### config.mk
export PLATFORM = sky130hd
export DESIGN_NAME = countdown_sequencer_flat
export DESIGN_NICKNAME = d
export VERILOG_FILES = /design/src/rtl/countdown_sequencer_if.sv /design/src/rtl/countdown_sequencer.sv /design/src/flat_wrapper.sv
export SDC_FILE = /design/constraint.sdc
export NUM_CORES = 1
export LEC_CHECK = 0
export ABC_AREA = 1
export BUFFER_PORTS_ARGS = -buffer_cell sky130_fd_sc_hd__buf_2
export CORE_AREA = 2 2 97 99
export DETAILED_ROUTE_END_ITERATION = 16
export DIE_AREA = 0 0 99 101
export PLACE_DENSITY_LB_ADDON = 0.15
export SYNTH_ARGS = -nofsm -noshare
export SYNTH_HDL_FRONTEND = slang
export SYNTH_SLANG_ARGS = --single-unit
### constraint.sdc
create_clock -name clk -period 4.47 [get_ports clk]
set_input_delay 0.447 -clock clk [delete_from_list [all_inputs] [get_ports clk]]
set_output_delay 0.447 -clock clk [all_outputs]
set_load 0.01 [all_outputs]
### src/rtl/countdown_sequencer_if.sv
// Control and display signals between the game-state controller and the
// pre-race countdown sequencer.
interface countdown_sequencer_if;
  logic       start;
  logic       pause;
  logic       abort;
  logic [1:0] num;
  logic       active;
  logic       digit_tick;
  logic       done;

  modport master (
    output start, pause, abort,
    input  num, active, digit_tick, done
  );

  modport slave (
    input  start, pause, abort,
    output num, active, digit_tick, done
  );
endinterface

### src/rtl/countdown_sequencer.sv
// 3-2-1 pre-race countdown: one digit per TICKS_PER_DIGIT cycles, freezes on
// pause, cancels on abort, and pulses done once on normal completion.
module countdown_sequencer #(
  parameter int unsigned TICKS_PER_DIGIT = 100_000_000,
  parameter int unsigned CNT_W           = 27
) (
  input  logic                 clk,
  input  logic                 rst,
  countdown_sequencer_if.slave bus
);

  typedef enum logic [1:0] {IDLE, RUN, FROZEN, FIN} state_t;

  localparam logic [CNT_W-1:0] LAST = CNT_W'(TICKS_PER_DIGIT - 1);

  state_t           state, state_nxt;
  logic [CNT_W-1:0] presc, presc_nxt;
  logic [1:0]       num_r, num_nxt;
  logic             active_r, active_nxt;
  logic             tick_r, tick_nxt;
  logic             done_r, done_nxt;
  logic             expire;

  assign expire = (presc == LAST);

  always_ff @(posedge clk or negedge rst) begin
    if (!rst) begin
      state    <= IDLE;
      presc    <= '0;
      num_r    <= 2'd0;
      active_r <= 1'b0;
      tick_r   <= 1'b0;
      done_r   <= 1'b0;
    end else begin
      state    <= state_nxt;
      presc    <= presc_nxt;
      num_r    <= num_nxt;
      active_r <= active_nxt;
      tick_r   <= tick_nxt;
      done_r   <= done_nxt;
    end
  end

  // FROZEN with pause released behaves exactly like RUN, so no cycle is lost.
  always_comb begin
    state_nxt = state;
    case (state)
      IDLE: begin
        if (bus.start && !bus.abort) state_nxt = RUN;
      end
      RUN, FROZEN: begin
        if (bus.abort)                     state_nxt = IDLE;
        else if (bus.pause)                state_nxt = FROZEN;
        else if (expire && num_r == 2'd1)  state_nxt = FIN;
        else                               state_nxt = RUN;
      end
      FIN:     state_nxt = IDLE;
      default: state_nxt = IDLE;
    endcase
  end

  always_comb begin
    presc_nxt  = presc;
    num_nxt    = num_r;
    active_nxt = active_r;
    tick_nxt   = 1'b0;
    done_nxt   = 1'b0;
    case (state)
      IDLE: begin
        if (bus.start && !bus.abort) begin
          presc_nxt  = '0;
          num_nxt    = 2'd3;
          active_nxt = 1'b1;
        end
      end
      RUN, FROZEN: begin
        if (bus.abort) begin
          presc_nxt  = '0;
          num_nxt    = 2'd0;
          active_nxt = 1'b0;
        end else if (!bus.pause) begin
          if (expire) begin
            presc_nxt = '0;
            tick_nxt  = 1'b1;
            if (num_r > 2'd1) begin
              num_nxt = num_r - 2'd1;
            end else begin
              num_nxt    = 2'd0;
              active_nxt = 1'b0;
              done_nxt   = 1'b1;
            end
          end else begin
            presc_nxt = presc + CNT_W'(1);
          end
        end
      end
      FIN: begin
        num_nxt    = 2'd0;
        active_nxt = 1'b0;
      end
      default: begin
        presc_nxt  = '0;
        num_nxt    = 2'd0;
        active_nxt = 1'b0;
      end
    endcase
  end

  assign bus.num        = num_r;
  assign bus.active     = active_r;
  assign bus.digit_tick = tick_r;
  assign bus.done       = done_r;

endmodule

### src/flat_wrapper.sv
// flat-port wrapper written by rule: the top's interface ports become plain ports
module countdown_sequencer_flat 
#(
  parameter int unsigned TICKS_PER_DIGIT = 100_000_000,
  parameter int unsigned CNT_W           = 27
)
  (clk, rst, bus_start, bus_pause, bus_abort, bus_num, bus_active, bus_digit_tick, bus_done);
  countdown_sequencer_if bus_i ();
  input  logic clk;
  input  logic rst;
  input wire logic [$bits(bus_i.start)-1:0] bus_start;
  input wire logic [$bits(bus_i.pause)-1:0] bus_pause;
  input wire logic [$bits(bus_i.abort)-1:0] bus_abort;
  output wire logic [$bits(bus_i.num)-1:0] bus_num;
  output wire logic [$bits(bus_i.active)-1:0] bus_active;
  output wire logic [$bits(bus_i.digit_tick)-1:0] bus_digit_tick;
  output wire logic [$bits(bus_i.done)-1:0] bus_done;
  assign bus_i.start = bus_start;
  assign bus_i.pause = bus_pause;
  assign bus_i.abort = bus_abort;
  assign bus_num = bus_i.num;
  assign bus_active = bus_i.active;
  assign bus_digit_tick = bus_i.digit_tick;
  assign bus_done = bus_i.done;
  countdown_sequencer #(.TICKS_PER_DIGIT(TICKS_PER_DIGIT), .CNT_W(CNT_W)) u_core (.clk(clk), .rst(rst), .bus(bus_i));
endmodule
### After elaboration in Yosys (flattened, before gate mapping)

Index checks and enable logic that the tools add are counted.

| storage, ports and cells | value |
|---|---|
| register bits after elaboration | 34 |
| input bits | 5 |
| output and inout port bits | 5 |
| logic and storage cells | 58 |

| cells by class | value |
|---|---|
| add/subtract/negate cells | 2 |
| magnitude comparators | 1 |
| eq/ne operators | 9 |
| multiplexer cells | 31 |
| reductions and logical operators | 9 |

Operators with widths:

| cell | count |
|---|---|
| two-way mux 27 bit | 4 |
| case mux 27 bit (2 select lines) | 1 |
| adder 27 x 1 -> 27 bit (second input constant) | 1 |
| == test 27 bit (second input constant) | 1 |
| two-way mux 2 bit | 9 |
| two-way mux 1 bit | 14 |
| case mux 2 bit (3 select lines) | 2 |
| inequality test 3 bit (second input constant) | 2 |
| AND reduction 3 bit | 2 |
| == test 2 x 1 -> 1 bit (second input constant) | 2 |
| == test 2 bit (second input constant) | 2 |
| AND reduction 4 bit | 1 |
| inequality test 3 x 2 -> 1 bit (second input constant) | 1 |
| case mux 1 bit (3 select lines) | 1 |
| > comparator 2 x 1 -> 1 bit (second input constant) | 1 |
| logical AND 1 bit | 2 |
| zero test 2 bit | 1 |
| inequality test 2 x 1 -> 1 bit (second input constant) | 1 |
| nonzero test 2 bit | 1 |
| OR reduction 2 bit | 1 |
| subtractor 2 x 1 -> 2 bit (second input constant) | 1 |
| zero test 1 bit | 1 |

### Depth between registers and ports, before layout

Gate-level depths: netlist (run 1).

| depth | value |
|---|---|
| depth after elaboration | 6 |
| gate-level depth with buffers | 11 |
| gate-level depth less buffers | 11 |

### Worst setup path after synthesis (run 1)

Ideal clock, no wire load.

| timing | value |
|---|---|
| path kind | register -> register |
| start | reg u_core.state[0] |
| end | reg u_core.presc[15] |
| setup time | 0.117 ns |
| data arrival time | 1.579 ns |
| data required time | 4.353 ns |
| slack | 2.774 ns |
| cell stages (with the launch flop) | 12 |
| buffers on the path | 1 |
| clock period less this slack | 1.696 ns |
| cell sequence | dfrtp_1 -> inv_1 -> ha_1 -> inv_2 -> nor2_4 -> nand2_2 -> nand2_4 -> buf_6 -> nor3_1 -> nand2_1 -> nor2_1 -> nor2_1 |

| between the ends | value |
|---|---|
| longest elaborated chain between the ends | 4 |
| elaborated cells on any way between the ends | 9 |
| classes of those cells | 4 x eq/ne; 1 x mux; 4 x reduce/logical |

RTL lines:

| what | RTL line | source |
|---|---|---|
| start: declaration | countdown_sequencer.sv:16 | `state_t state, state_nxt;` |
| start signal: assignment | countdown_sequencer.sv:35 | `state <= state_nxt;` |
| == test 2 x 1 -> 1 bit / == test 2 bit (equally long branches) | countdown_sequencer.sv:68 | `case (state)` |
| OR reduction 2 bit | countdown_sequencer.sv:68 |  |
| inequality test 3 bit (no line) / nonzero test 2 bit (equally long branches) | n/a |  |
| AND reduction 3 bit (no line) | n/a |  |
| end signal: assignment | countdown_sequencer.sv:36 | `presc <= presc_nxt;` |
| end: declaration | countdown_sequencer.sv:17 | `logic [CNT_W-1:0] presc, presc_nxt;` |

Parallel ways exist; a longest one is shown, timed or not.
A chain may end at the register's enable or synchronous reset.

### Worst setup path in the final report (run 1)

| timing | value |
|---|---|
| start | reg u_core.state[1] |
| end | reg u_core.presc[26] |

Same word-level chain as after synthesis.

==> metrics.md, run 1 <==
| Metric | Value |
|---|---|
| Outcome | `complete, no violations` |
| Max Cap Violations | `0` |
| Final hold viol count | `0` |
| WP data required | `4.69 ns` |
| Tot GR Track Use | `0.123` |
| Fin. max-slew vios | `0` |
| Fmax | `491 MHz` |
| CTS resizes | `0` |
| H-tree depth | `2` |
| Ports | `10` |
| Global-route wire length before repair | `around 9.8 mm` |
| Post-synth top area cell | `dfrtp_1` |
| Share of cells above drive strength 1 | `0.113` |
| Slew Limit Headroom | `0.467` |
| Max FO, Critical Path | `17` |
| Post-Route Utilization | `0.273` |
| Worst-margin pin slew | `0.800 ns` |
| Clock sink count | `34` |
| Design area | `between 0.002 and 0.0025 mm^2` |
| Final setup TNS | `0 ns` |
| P&R area growth vs syn | `12.5%` |
| Power per Cell Area | `436 mW/mm^2` |
| Iter 0 DRT Violations | `99` |
| Hold buffer count at cts | `0` |
| # Post-CTS Setup Buffers | `0` |
| Clock Tree Root | `clkbuf_8` |
| Reg2reg start | `u_core.state[1]$_DFFE_PN0N_` |
| Max VDD drop | `approximately 180 uV` |
| Post-synth EDFFs | `0` |
| Post-DP HPWL | `4.27 mm` |
| Total wire length | `about 5.6 mm` |
| Cell area after synthesis | `0.00218 mm^2` |
| Syn Inst Count | `320` |
| Die W | `99 um` |
| Vias in the first global route | `a little under 2000` |
| Core Area | `around 0.009 mm^2` |
| Rows | `35` |
| Setup crit start | `u_core.state[1]$_DFFE_PN0N_` |
| IO Port Bufs | `9` |
| Yosys warns | `0` |
| CP Capture Type | `flop` |
| CTS buffer count | `5` |
| CTS Buffer Depth | `2` |
| Full die area | `0.0100 mm^2` |
| Asr flop ratio synth | `1.00` |
| Top post-synthesis cells by area | `dfrtp_1 (39%), nand2_1 (15%), nor2_1 (12%), nand3_1 (6.4%), inv_1 (6.0%)` |
| Syn_nets | `329` |
| Worst skew pair latency | `roughly 0.29 ns` |
| Overflow after GRT | `0` |
| RSZ-0062 raised after global routing | `no` |
| Largest net degree at the start of global routing | `35` |
| CTS tree | `yes` |
| Residual DRC | `0` |
| Initial antenna violation count | `0` |
| Vias per std cell | `4.47` |
| Seq/Total Area, Yosys | `0.391` |
| Tcrit/Tclk final | `0.456` |
| Yosys top cell area share | `0.391` |
| Initial Util | `0.243` |
| Fin nets | `343` |
| Post-DP Area | `around 0.0023 mm^2` |
| Seq cells post-synth | `34` |
| Hold slack | `0.240 ns` |
| Ant diodes | `0` |
| Avg WL per Cell | `12.5 um` |
| Setup violators final | `0` |
| Routability cong. | `~0.8` |
| Hold crit path type | `input port to async pin` |
| Leak | `around 0.0011 uW` |
| Critical path class | `flop to flop` |
| CTS clk-pin slew, worst paths | `about 0.08 ns` |
| Clock Skews | `0.00776 ns` |
| Syn_area_per_cell | `between 6 and 7 um^2` |
| Vias | `1995` |
| Final Critical Period | `between 2 and 2.5 ns` |
| DR pass1 iterations | `4` |
| CP arrival | `2.26 ns` |
| Most used DFF post-synth | `dfrtp_1` |
| Startpoint Class | `flop` |
| Post-route ant nets | `0` |
| Cell variety after synth | `25` |
| Die Y | `between 100 and 150 um` |
path summary, 6_finish.rpt:
check / end / slack [ns] / cells after the start
worst min register to register: u_core.bus.active$_DFFE_PN0P_ / 0.47 / 2
max in group asynchronous: u_core.presc[8]$_DFFE_PN0P_ / 3.71 / 1
worst max-delay path: u_core.presc[26]$_DFFE_PN0P_ / 2.43 / 10
min in group clk: u_core.state[1]$_DFFE_PN0N_ / 0.46 / 4
worst min-delay path: u_core.presc[17]$_DFFE_PN0P_ / 0.24 / 1
worst max register to register: u_core.presc[26]$_DFFE_PN0P_ / 2.43 / 10
worst max-delay path: stages (launching register included):
cell and delay [ns]:
dfrtp_1 0.38, inv_1 0.07, ha_1 0.36, inv_2 0.07, nor2_4 0.17, nand2_2 0.11
nand2_4 0.22, inv_4 0.11, nand2_4 0.22, inv_2 0.13, nor2_1 0.12
cells in the final DEF, fill, tap and decap left out:
master,synthesis,layout
nand2_4,3,3
clkbuf_8,0,8
inv_4,1,1
buf_2,0,9
nor3_2,1,1
nand4_1,9,9
xnor2_1,3,3
a41oi_1,1,1
ha_1,4,4
nor2_1,69,69
nand2_1,88,88
nor3_1,9,9
nor2_2,6,6
nand3_1,28,28
nand3b_1,2,2
xor2_1,2,2
a21o_1,1,1
or2_2,1,1
inv_1,35,35
nand2_2,4,4
inv_2,3,3
dfrtp_1,34,34
a21oi_1,3,3
nor2_4,2,2
o21ai_0,6,6
a31oi_1,3,3
power by group:
part / internal (uW) / switching (uW)
clock network: 156 / 119
registers: 343 / 32.6
logic: 116 / 300
layer usage:
metal | up-vias | global-route usage | share of wire
met5 | - | 0 | 0
met4 | 0 | 0.0421 | 0.016
met1 | 921 | 0.159 | 0.48
met3 | 8 | 0.0201 | 0.025
met2 | 28 | 0.209 | 0.48
li1 | 1038 | - | -
flip-flops by register name, summed over array words and instances, names as in the netlist:
signal,count
u_core.presc,27
u_core.bus.num,2
u_core.state,2
u_core.bus.active,1
u_core.bus.digit_tick,1
u_core.bus.done,1
kinds of logic after synthesis:
group                    share of synthesized area
flip-flops                                   0.391
adder cells (fa/ha/maj)                     0.0230
XOR/XNOR                                    0.0201
buffers and inverters                       0.0787
AND/OR/NAND/NOR                              0.451
AO/OA/AOI/OAI                               0.0368
cells in the mapped netlist (3+ instances only):
master and n:
a21oi_1 3, a31oi_1 3, dfrtp_1 34, ha_1 4, inv_1 35, inv_2 3, nand2_1 88, nand2_2 4
nand2_4 3, nand3_1 28, nand4_1 9, nor2_1 69, nor2_2 6, nor3_1 9, o21ai_0 6, xnor2_1 3
stage by stage:
stage	power [uW]	std cells	setup slack (ns)
floorplan	722	320	2.77
global placement	806	438	2.51
detailed placement	807	438	2.43
CTS	1090	446	2.41
global route	1170	446	2.23
finish	1070	446	2.43
layout make-up:
type | instances | area [um^2]
sequential | 34 | 851
inverter | 39 | 149
tap | 111 | 139
timing repair buffer | 9 | 45.0
fill | 983 | 6530
clock buffer | 8 | 110
multi-input combinational | 245 | 1150
Power figures use the tool's default switching activity.
==> run 2: changes to the inputs <==
Settings changed: ABC_AREA 1 to 0, CORE_AREA 2 2 97 99 to 2 2 89 91, DIE_AREA 0 0 99 101 to 0 0 91 93.
Clock period 4.47 ns to 1.7 ns, I/O delays scaled along.
==> run 2 against run 1 <==
  * The flow now finishes with violations (negative setup slack)
  * Global-route usage up 0.20 points
  * Sequential cell count unchanged
  * Critical path depth down 3
  * Worst setup slack worse by 2.9 ns
  * Hold slack better by 0.075 ns
  * Via count down 14%
  * Cell area up 23%
  * Largest power group unchanged
  * Highest routed layer unchanged
  * Core utilization up 13 points
  * Clock skew down 0.00053 ns
  * Synthesized area down 15%
==> metrics.md, run 2 <==
| Metric | Value |
|---|---|
| Outcome | `complete, but fails checks` |
| Failing checks | `negative setup slack` |
| Yosys top cell area share | `0.462 (+0.0708)` |
| Clock network power share | `0.164 (-0.093)` |
| Seq/Total Area, Yosys | `0.462 (+0.0708)` |
| Multi-input logic area | `0.00127 mm^2 (+10%)` |
| Rows | `32 (-8.6%)` |
| Die W | `91 um (-8.1%)` |
| Global-route wire length before repair | `8.52 mm (-13%)` |
| CP arrival | `2.42 ns (+0.16 ns)` |
| Main combinational cell family by area after synthesis | `simple AND/OR/NAND/NOR gates` |
| Number of fillers in the final layout | `783 (-20%)` |
| P_int | `2340 uW (+280%)` |
| Synth Area in XOR/XNOR | `0.0903 (+0.0702)` |
| CP cell instances | `inv_2, ha_4, nor2b_4, a221o_1, or4_4, or3_1, a21oi_2` |
| Cell variety after synth | `38 (+52%)` |
| Synth Area in Compound Gates | `0.0896 (+0.0528)` |
| Setup violators final | `32 (+32)` |
| Worst skew pair latency | `0.28 ns (about the same)` |
| Slew Limit Headroom | `0.689 (+0.222)` |
| CP Buf/Inv Count | `1 (-3)` |
| Ports | `10 (unchanged)` |
| Total wire length | `5.03 mm (-9.7%)` |
| CP peak stage delay | `0.48 ns (+0.10 ns)` |
| Max reg flops | `27 (unchanged)` |
| Mux contribution to synthesized area | `0.0122 (+0.0122)` |
| Flop2flop setup slack | `-0.50 ns (-2.93 ns)` |
| Design area | `0.00301 mm^2 (+23%)` |
| Max FO, Critical Path | `7 (-10)` |
| Asr flop ratio synth | `1.00 (unchanged)` |
| Vias | `1721 (-14%)` |
| DR pass1 iterations | `4 (unchanged)` |
| Hold slack | `0.315 ns (+0.0749 ns)` |
| Top reg by flops | `u_core.presc` |
| Startpoint Class | `flop` |
| Switching share of total power | `0.391 (-0.0320)` |
| Most frequent cell after synthesis | `dfrtp_1` |
| Syn Inst Count | `195 (-39%)` |
| Most frequent cells in the layout | `buf_4 (63), dfrtp_1 (34), nand2_1 (12), nor2_1 (12)` |
| Seq cells post-synth | `34 (unchanged)` |
| Post-DP Area | `0.00244 mm^2 (+4.5%)` |
| Commonest non-fill, non-tap cell in the layout | `buf_4` |
| P&R area growth vs syn | `63.1%` |
| Core Area | `0.00753 mm^2 (-16%)` |
| Full die area | `0.00846 mm^2 (-15%)` |
| WP data required | `1.92 ns (-2.77 ns)` |
| Max Cap Violations | `0 (unchanged)` |
| CTS tree | `yes` |
| Fmax | `454 MHz (-7.5%)` |
| Cell area after synthesis | `0.00184 mm^2 (-15%)` |
| Synth top cells by count | `dfrtp_1 (34), nor2_1 (24), nand2_1 (12)` |
| CTS buffer count | `5 (unchanged)` |
| Final Critical Period | `2.20 ns (+0.165 ns)` |
| Post-synthesis simple-gate area fraction | `0.290 (-0.161)` |
| Post-synth EDFFs | `0 (unchanged)` |
| Vias per std cell | `4.56 (+2.1%)` |
| Post-synth top area cell | `dfrtp_1` |
| Net load switching power | `1500 uW (+230%)` |
| Leak | `0.00129 uW (+18%)` |
| Syn_nets | `204 (-38%)` |
| Reg power frac | `0.246 (-0.106)` |
| Most used DFF post-synth | `dfrtp_1` |
| Fin. max-slew vios | `0 (unchanged)` |
| Tot GR Track Use | `0.125 (+0.00203)` |
| Final WS setup | `-0.501 ns (-2.93 ns)` |
| Hold crit path type | `input port to flop` |
| Initial antenna violation count | `0 (unchanged)` |
| Slowest-stage cell, CP | `or4_4` |
| Fin nets | `283 (-17%)` |
| Post-synthesis adder-cell area fraction | `0.0272 (+0.00417)` |
| Die Y | `93 um (-7.9%)` |
| Avg WL per Cell | `13.3 um (+6.8%)` |
| Critical path class | `flop to flop` |
| H-tree depth | `2 (unchanged)` |
| Share of cells above drive strength 1 | `0.502 (+0.388)` |
| Tcrit/Tclk final | `1.29 (+0.839)` |
| Vias in the first global route | `1729 (-12%)` |
| Overflow after GRT | `0 (unchanged)` |
| Flip-flop and latch area | `851 um^2 (unchanged)` |
| Largest net degree at the start of global routing | `35 (unchanged)` |
| Worst-margin pin slew | `0.467 ns (-0.333 ns)` |
| IO Port Bufs | `9 (unchanged)` |
| Clock Tree Root | `clkbuf_8` |
| CP delay by family, top | `simple AND/OR/NAND/NOR gates` |
| Ant diodes | `0 (unchanged)` |
| Syn_area_per_cell | `9.45 um^2 (+39%)` |
| Max VDD drop | `693 uV (+280%)` |
| Total chip power | `3840 uW (+260%)` |
| Clock sink count | `34 (unchanged)` |
| CTS Buffer Depth | `2 (unchanged)` |
| Post-DP HPWL | `3.32 mm (-22%)` |
| Comb power frac | `0.590 (+0.200)` |
| Post-route ant nets | `0 (unchanged)` |
| Initial Util | `0.245 (+0.00234)` |
| Final setup TNS | `-12.94 ns (-12.94 ns)` |
| Top post-synthesis cells by area | `dfrtp_1 (46%), nor2_1 (4.9%), xnor2_1 (4.8%), xor2_1 (4.3%), nand4_1 (3.4%)` |
| Residual DRC | `0 (unchanged)` |
| CTS clk-pin slew, worst paths | `0.07 ns (about the same)` |
| RSZ-0062 raised after global routing | `yes` |
| Clock Skews | `0.00722 ns (-0.000534 ns)` |
| Power per Cell Area | `1280 mW/mm^2 (+190%)` |
| Iter 0 DRT Violations | `38 (-62%)` |
| Yosys warns | `0 (unchanged)` |
| Routability cong. | `0.694 (-16%)` |
| CP Capture Type | `flop` |
| Final hold viol count | `0 (unchanged)` |
[run 2: path summary, 6_finish.rpt]
check / start / to / cells after the start
worst max-delay path: u_core.state[0]$_DFFE_PN0N_ / u_core.presc[24]$_DFFE_PN0P_ / 7
worst min-delay path: bus_abort / u_core.state[1]$_DFFE_PN0N_ / 3
worst max register to register: u_core.state[0]$_DFFE_PN0N_ / u_core.presc[24]$_DFFE_PN0P_ / 7
worst min register to register: u_core.bus.active$_DFFE_PN0P_ / u_core.bus.active$_DFFE_PN0P_ / 1
max in group asynchronous: rst / u_core.presc[24]$_DFFE_PN0P_ / 3
min in group asynchronous: rst / u_core.presc[18]$_DFFE_PN0P_ / 3
[run 2: tightest hold or removal path, delay by kind of cell]
family	cells	cell delay [ns]
AOI/OAI and AO/OA	1	0.10
and+or+nand+nor	1	0.19
buffers and inverters	1	0.09
[run 2: metrics by stage]
step	std cells	utilization	setup slack, ns
global placement	356	0.325	-0.648
finish	377	0.399	-0.501
global route	377	0.399	-0.580
CTS	371	0.367	-0.515
floorplan	195	-	-0.542
detailed placement	356	0.325	-0.654
[run 2: logic make-up (layout without fill, tap and decap cells)]
kind of cell / after synthesis / count (layout)
and+or+nand+nor: 98 / 98
DFF: 34 / 34
AOI/OAI and AO/OA: 26 / 26
xor gates and xnor gates: 19 / 19
buffers and inverters: 12 / 92
adders and majority gates: 4 / 4
muxes: 2 / 2
[run 2: power groups by stage]
stage	Clock, uW	Sequential [uW]	Combinational, uW
3_3_place_gp	0	961	1510
6_report	631	943	2260
3_5_place_dp	0	959	1530
2_1_floorplan	0	988	791
5_1_grt	705	953	2440
4_1_cts	653	944	1910
[run 2: cell type report]
cell class / count / area share
flip-flops and latches: 34 / 0.283
well taps: 102 / 0.0424
multi-input cells: 149 / 0.423
clock buffers: 7 / 0.0287
repair buffers: 80 / 0.216
inverters: 4 / 0.00499
clock inverters: 1 / 0.00166
[run 2: repair_timing]
action                                  4_1_cts  5_1_grt
cloned                                        1        1
hold buffers                                  1        0
gates resized for setup                      29       39
buffers inserted                              5        5
hold endpoints to repair                     34        0
endpoints found under the setup margin       33       34
pin swaps                                    11       22
[run 2: layer usage]
metal  wire length, um  GRT usage
met2              2470      0.217
met4               116     0.0341
met5                 0          0
met1              2360      0.161
met3                81     0.0218
